[src/rtl/cordic_rr_scheduler.sv]
// Round-robin front end that shares one CORDIC core between NREQ requesters.
// One op is in flight at a time; each result comes back tagged with the requester id.
module cordic_rr_scheduler #(
    parameter int NREQ    = 4,
    parameter int DW      = 8,
    parameter int TIMEOUT = 63
) (
    input  logic                    clka,
    input  logic                    reset,
    input  logic [NREQ-1:0]         req_valid,
    output logic [NREQ-1:0]         req_ready,
    input  logic [NREQ-1:0]         req_mode,
    input  logic [NREQ*DW-1:0]      req_x,
    input  logic [NREQ*DW-1:0]      req_y,
    output logic                    rsp_valid,
    input  logic                    rsp_ready,
    output logic [$clog2(NREQ)-1:0] rsp_id,
    output logic [DW-1:0]           rsp_x,
    output logic [DW-1:0]           rsp_y,
    output logic                    rsp_err,
    output logic                    core_start,
    output logic                    core_mode,
    output logic [DW-1:0]           core_in0,
    output logic [DW-1:0]           core_in1,
    input  logic [DW-1:0]           core_out0,
    input  logic [DW-1:0]           core_out1,
    input  logic                    core_done,
    output logic                    busy
);
    localparam int ID_W = $clog2(NREQ);
    localparam int TW   = $clog2(TIMEOUT + 1);

    typedef enum logic [2:0] {
        S_IDLE,
        S_ISSUE,
        S_WAIT_LO,
        S_WAIT_HI,
        S_RESP
    } state_t;

    state_t          r_state;
    logic [ID_W-1:0] r_ptr;
    logic [ID_W-1:0] r_id;
    logic [TW-1:0]   r_timer;
    logic            r_core_start;
    logic            r_core_mode;
    logic [DW-1:0]   r_core_in0;
    logic [DW-1:0]   r_core_in1;
    logic            r_rsp_valid;
    logic [DW-1:0]   r_rsp_x;
    logic [DW-1:0]   r_rsp_y;
    logic            r_rsp_err;

    logic            w_any;
    logic [ID_W-1:0] w_gnt_idx;
    logic [ID_W-1:0] w_ptr_nxt;
    logic [DW-1:0]   w_gnt_x;
    logic [DW-1:0]   w_gnt_y;
    logic            w_tmo;
    logic [TW-1:0]   w_timer_inc;

    // Scan from the highest offset down so the lowest offset from r_ptr wins.
    always_comb begin
        w_any     = 1'b0;
        w_gnt_idx = '0;
        for (int k = NREQ - 1; k >= 0; k--) begin
            if (req_valid[(int'(r_ptr) + k) % NREQ]) begin
                w_any     = 1'b1;
                w_gnt_idx = ID_W'((int'(r_ptr) + k) % NREQ);
            end
        end
    end

    assign w_ptr_nxt   = ID_W'((int'(w_gnt_idx) + 1) % NREQ);
    assign w_gnt_x     = req_x[int'(w_gnt_idx)*DW +: DW];
    assign w_gnt_y     = req_y[int'(w_gnt_idx)*DW +: DW];
    assign w_tmo       = (r_timer == TW'(TIMEOUT));
    assign w_timer_inc = (r_timer == {TW{1'b1}}) ? r_timer : r_timer + TW'(1);

    // The accept pulse is combinational so the grant and the operand sampling share one edge.
    always_comb begin
        req_ready = '0;
        if (r_state == S_IDLE && w_any) begin
            req_ready[w_gnt_idx] = 1'b1;
        end
    end

    always_ff @(posedge clka or negedge reset) begin
        if (!reset) begin
            r_state      <= S_IDLE;
            r_ptr        <= '0;
            r_id         <= '0;
            r_timer      <= '0;
            r_core_start <= 1'b0;
            r_core_mode  <= 1'b0;
            r_core_in0   <= '0;
            r_core_in1   <= '0;
            r_rsp_valid  <= 1'b0;
            r_rsp_x      <= '0;
            r_rsp_y      <= '0;
            r_rsp_err    <= 1'b0;
        end else begin
            r_core_start <= 1'b0;
            case (r_state)
                S_IDLE: begin
                    if (w_any) begin
                        r_core_mode  <= req_mode[w_gnt_idx];
                        r_core_in0   <= w_gnt_x;
                        r_core_in1   <= w_gnt_y;
                        r_id         <= w_gnt_idx;
                        r_ptr        <= w_ptr_nxt;
                        r_core_start <= 1'b1;
                        r_state      <= S_ISSUE;
                    end
                end
                S_ISSUE: begin
                    r_timer <= '0;
                    r_state <= S_WAIT_LO;
                end
                // A done level still high from the previous op must drop before we trust it.
                S_WAIT_LO: begin
                    if (!core_done) begin
                        r_timer <= '0;
                        r_state <= S_WAIT_HI;
                    end else if (w_tmo) begin
                        r_rsp_x     <= '0;
                        r_rsp_y     <= '0;
                        r_rsp_err   <= 1'b1;
                        r_rsp_valid <= 1'b1;
                        r_state     <= S_RESP;
                    end else begin
                        r_timer <= w_timer_inc;
                    end
                end
                S_WAIT_HI: begin
                    if (core_done) begin
                        r_rsp_x     <= core_out0;
                        r_rsp_y     <= core_out1;
                        r_rsp_err   <= 1'b0;
                        r_rsp_valid <= 1'b1;
                        r_state     <= S_RESP;
                    end else if (w_tmo) begin
                        r_rsp_x     <= '0;
                        r_rsp_y     <= '0;
                        r_rsp_err   <= 1'b1;
                        r_rsp_valid <= 1'b1;
                        r_state     <= S_RESP;
                    end else begin
                        r_timer <= w_timer_inc;
                    end
                end
                S_RESP: begin
                    if (rsp_ready) begin
                        r_rsp_valid <= 1'b0;
                        r_state     <= S_IDLE;
                    end
                end
                default: r_state <= S_IDLE;
            endcase
        end
    end

    assign rsp_valid  = r_rsp_valid;
    assign rsp_id     = r_id;
    assign rsp_x      = r_rsp_x;
    assign rsp_y      = r_rsp_y;
    assign rsp_err    = r_rsp_err;
    assign core_start = r_core_start;
    assign core_mode  = r_core_mode;
    assign core_in0   = r_core_in0;
    assign core_in1   = r_core_in1;
    assign busy       = (r_state != S_IDLE);

endmodule

[config.mk]
export PLATFORM = sky130hd
export DESIGN_NAME = cordic_rr_scheduler
export DESIGN_NICKNAME = d
export VERILOG_FILES = /design/src/rtl/cordic_rr_scheduler.sv
export SDC_FILE = /design/constraint.sdc
export NUM_CORES = 1
export LEC_CHECK = 0
export ABC_AREA = 1
export CAP_MARGIN = 20
export CORE_ASPECT_RATIO = 0.6
export CORE_MARGIN = 1.5
export CORE_UTILIZATION = 38
export DETAILED_ROUTE_END_ITERATION = 8
export PLACE_DENSITY_LB_ADDON = 0.3
export REMOVE_ABC_BUFFERS = 1
export SLEW_MARGIN = 25
export SYNTH_ARGS = -nofsm -noshare
export SYNTH_HDL_FRONTEND = slang
export SYNTH_SLANG_ARGS = --single-unit
[constraint.sdc]
create_clock -name clka -period 2 [get_ports clka]
set_input_delay 0.4 -clock clka [delete_from_list [all_inputs] [get_ports clka]]
set_output_delay 0.4 -clock clka [all_outputs]
set_load 0.05 [all_outputs]
==> results of run 1 <==
-- final timing paths --
path                                     end  depth (start not counted)
worst min-delay path              r_timer[5]                          1
worst min register to register   core_in1[1]                          2
max in group asynchronous        core_in0[0]                          2
worst max register to register      r_ptr[1]                         12
worst max-delay path            req_ready[3]                         12
min in group clka                core_in1[1]                          2
-- area by class of cell --
class / count / area (µm²)
Inverter: 73 / 284
Sequential cell: 49 / 1230
Tap cell: 108 / 135
Fill cell: 635 / 2740
Timing Repair Buffer: 172 / 1750
Clock buffer: 7 / 143
Multi-Input combinational cell: 252 / 1550
-- cell usage in the layout, fill, tap and decap left out, types with 2 or more instances in the layout --
| master | count |
|---|---|
| clkdlybuf4s50_1 | 122 |
| nand2_1 | 80 |
| inv_1 | 60 |
| nand3_1 | 49 |
| dfrtp_1 | 47 |
| buf_4 | 32 |
| nor2_1 | 17 |
| a22o_1 | 16 |
| o211ai_1 | 14 |
| or2_0 | 10 |
| inv_2 | 9 |
| buf_12 | 8 |
| nand2_2 | 7 |
| clkbuf_16 | 7 |
| nand2_4 | 6 |
| nor2_2 | 6 |
| o21ai_0 | 6 |
| a21oi_1 | 6 |
| nor3_1 | 4 |
| dlygate4sd2_1 | 4 |
| nand3_2 | 3 |
| o21ai_4 | 3 |
| nor2_4 | 3 |
| or2_2 | 3 |
| buf_6 | 3 |
| nand3_4 | 2 |
| inv_6 | 2 |
| clkinv_1 | 2 |
| o22ai_1 | 2 |
| ha_2 | 2 |
| ha_4 | 2 |
| dfrtp_2 | 2 |
-- repair_timing --
item	in CTS	in global routing
cloned	0	2
setup buffers	2	3
pin swaps	16	15
setup endpoints to repair	23	42
resized for setup	31	21
-- flip-flops by register name, summed over array words and instances (netlist names) --
register and cells:
rsp_x 8, r_ptr 2, core_in1 8, r_state 3, rsp_err 1, r_timer 6
core_in0 8, core_start 1, core_mode 1, rsp_valid 1, rsp_y 8, rsp_id 2
-- power breakdown --
group | leakage [nW] | switching (mW) | internal (mW)
Clock | 0.0700 | 0.357 | 0.492
Sequential | 0.608 | 0.296 | 1.45
Combinational | 1.75 | 4.26 | 2.98
-- cells by family after synthesis --
kind of cell	Yosys count	synth area share (%)
simple gates	195	30.5
xor+xnor	1	0.534
flops	49	40.2
buf+inv	86	14.1
compound gates	51	12.5
fa+ha+maj	5	2.05
-- worst register-to-register path, cell delays in order (launching register included) --
cell and delay (ns):
dfrtp_2 0.45, clkbuf_16 0.17, nand2_2 0.08, o21ai_4 0.07, nor2_1 0.20, buf_4 0.15
nand3_1 0.14, nand2_4 0.18, buf_4 0.14, buf_4 0.17, clkinv_1 0.10, buf_4 0.17
o21ai_0 0.18
-- per-layer routing --
metal / wire (µm) / vias up / GRT usage [%] / share of wire [%]
li1: - / 1569 / - / -
met1: 3940 / 1421 / 26.2 / 45
met2: 4000 / 108 / 32.0 / 46
met3: 732 / 9 / 6.53 / 8.4
met4: 89 / 0 / 4.69 / 1.0
met5: 0 / - / 0 / 0
==> impl_metrics.py, run 1 <==
metrics = {
    "final_layout": {
        "finalNonFillerCells": 661,
        "antennaDiodeCount": 0,
        "layout-drive-gt1-share_pct": 19.3,
        "nets": 650,
        "fin_util_pct": 65.0,
        "stdcell_area_mm2": 0.00508,
        "areaGrowthSynthToFinish_pct": 66.8,
    },
    "worst_setup_path": {
        "criticalPathCategory": "flop to output port",
        "crit_buf_inv": 3,
        "ff2ff_setup_slack_ns": -0.30,
        "path_cells": "clkbuf_16 -> nand2_4 -> nand3_2 -> nand2_2 -> nand3_4 -> nand2_4 -> nand2_4 -> nand2_8 -> ha_2 -> inv_1 -> nor2_2 -> buf_12",
        "cp_top_family": "simple AND/OR/NAND/NOR gates",
        "crit_slowest_cell": "dfrtp_2",
        "end_kind": "output port",
        "cp-start-kind": "flop",
        "startpoint": "r_ptr[0]",
        "cpMostUsedCell": "nand2_4",
        "r2r_start": "r_ptr[0]",
        "critical_path_required_ns": 1.60,
        "arrival_ns": 2.09,
        "path_max_fanout": 8,
        "cpPeakStageDelay_ns": 0.45,
    },
    "cts": {
        "path_clk_slew_ns": 0.07,
        "hold_buffers": 0,
        "cts_sinks": 49,
        "cts_root_buf": "clkbuf_16",
        "clk_path_buf_depth": 2,
        "tritoncts": "built",
        "numCtsBuffers": 5,
        "htreeDepth": 2,
        "clkLatencyLatePin_ns": 0.29,
    },
    "global_route": {
        "antenna_found_initial": 0,
        "grt_max_degree": 42,
        "grt_usage_pct": 19.8,
        "gr-total-overflow": 0,
        "grt_pass1_wl_mm": 13.7,
        "grt_pass1_vias": 2962,
    },
    "placement": {
        "placed_area_mm2": 0.00468,
        "port_buffers": 134,
        "place_congestion": 0.858,
        "post-dp-hpwl_mm": 6.48,
        "post-place-ws_ns": -0.601,
        "dp.cells": 647,
    },
    "yosys": {
        "synth-edff-count": 0,
        "syn_inst": 387,
        "yosysMostFrequentCell": "nand2_1",
        "synthFlopType": "dfrtp_1",
        "yosysUniqueCellTypes": 38,
        "ys_seq_area_share_pct": 40.2,
        "synth_seq_cells": 49,
        "synthTopCellsByArea": "dfrtp_1 40%, nand2_1 10%, nand3_1 8.5%",
        "ys_warn_count": 0,
        "async_reset_ff_share_pct": 100,
        "yosys.area.top_type": "dfrtp_1",
        "avgSynthCellArea_um2": 7.87,
        "synth_top_area_share_pct": 40.2,
        "netlist_area_mm2": 0.00305,
        "synthTopCellsByCount": "83 x nand2_1, 69 x inv_1, 52 x nand3_1, 49 x dfrtp_1, 23 x nor2_1",
    },
    "pwr": {
        "finalPower_mw": 9.84,
        "p_leak_nw": 2.42,
        "power.density_mw_per_mm2": 1940,
        "ir_drop_mv": 0.869,
    },
    "sta": {
        "finalHoldViolations": 0,
        "layout_setup_ws_ns": -0.488,
        "min_period_over_period_pct": 124,
        "setup_viol": 26,
        "grt_setup_unrepaired": "true",
        "max_slew_margin_pct": 60.9,
        "tns_ns": -7.40,
        "max_freq_ghz": 0.402,
        "period_needed_ns": 2.49,
        "hold_slack_ns": 0.111,
        "clock_skew_ns": 0.00620,
        "worstMarginPinSlew_ns": 0.587,
        "slew_violations": 0,
    },
    "run_status": {
        "run_status": "finished with violations",
        "violations": "setup timing",
    },
    "job": {
        "max_cap_viol_count": 0,
    },
    "floorplan": {
        "start_util_pct": 39.0,
        "chipHeight_um": 72.4,
        "die_w_um": 119,
        "die_area_mm2": 0.00858,
        "core_area_mm2": 0.00782,
        "num_rows": 25,
        "io-pin-count": 135,
    },
    "drt": {
        "first_pass_iters": 4,
        "ant_nets": 0,
        "drt-wirelength-per-cell_um": 13.3,
        "viasPerCell": 4.70,
        "drc": 0,
        "route.vias.total": 3107,
        "wl_mm": 8.76,
        "drtIter0Drc": 160,
    },
    "worst_hold_path": {
        "hp-class": "primary input to async pin",
    },
}
Note: power is estimated with default switching activity, not from simulation.
==> run 2: changes to the inputs <==
- ABC_CLOCK_PERIOD_IN_PS: unset -> 2000
==> results of run 2 <==
Final layout, timing and power as in run 1 (identical DEF).
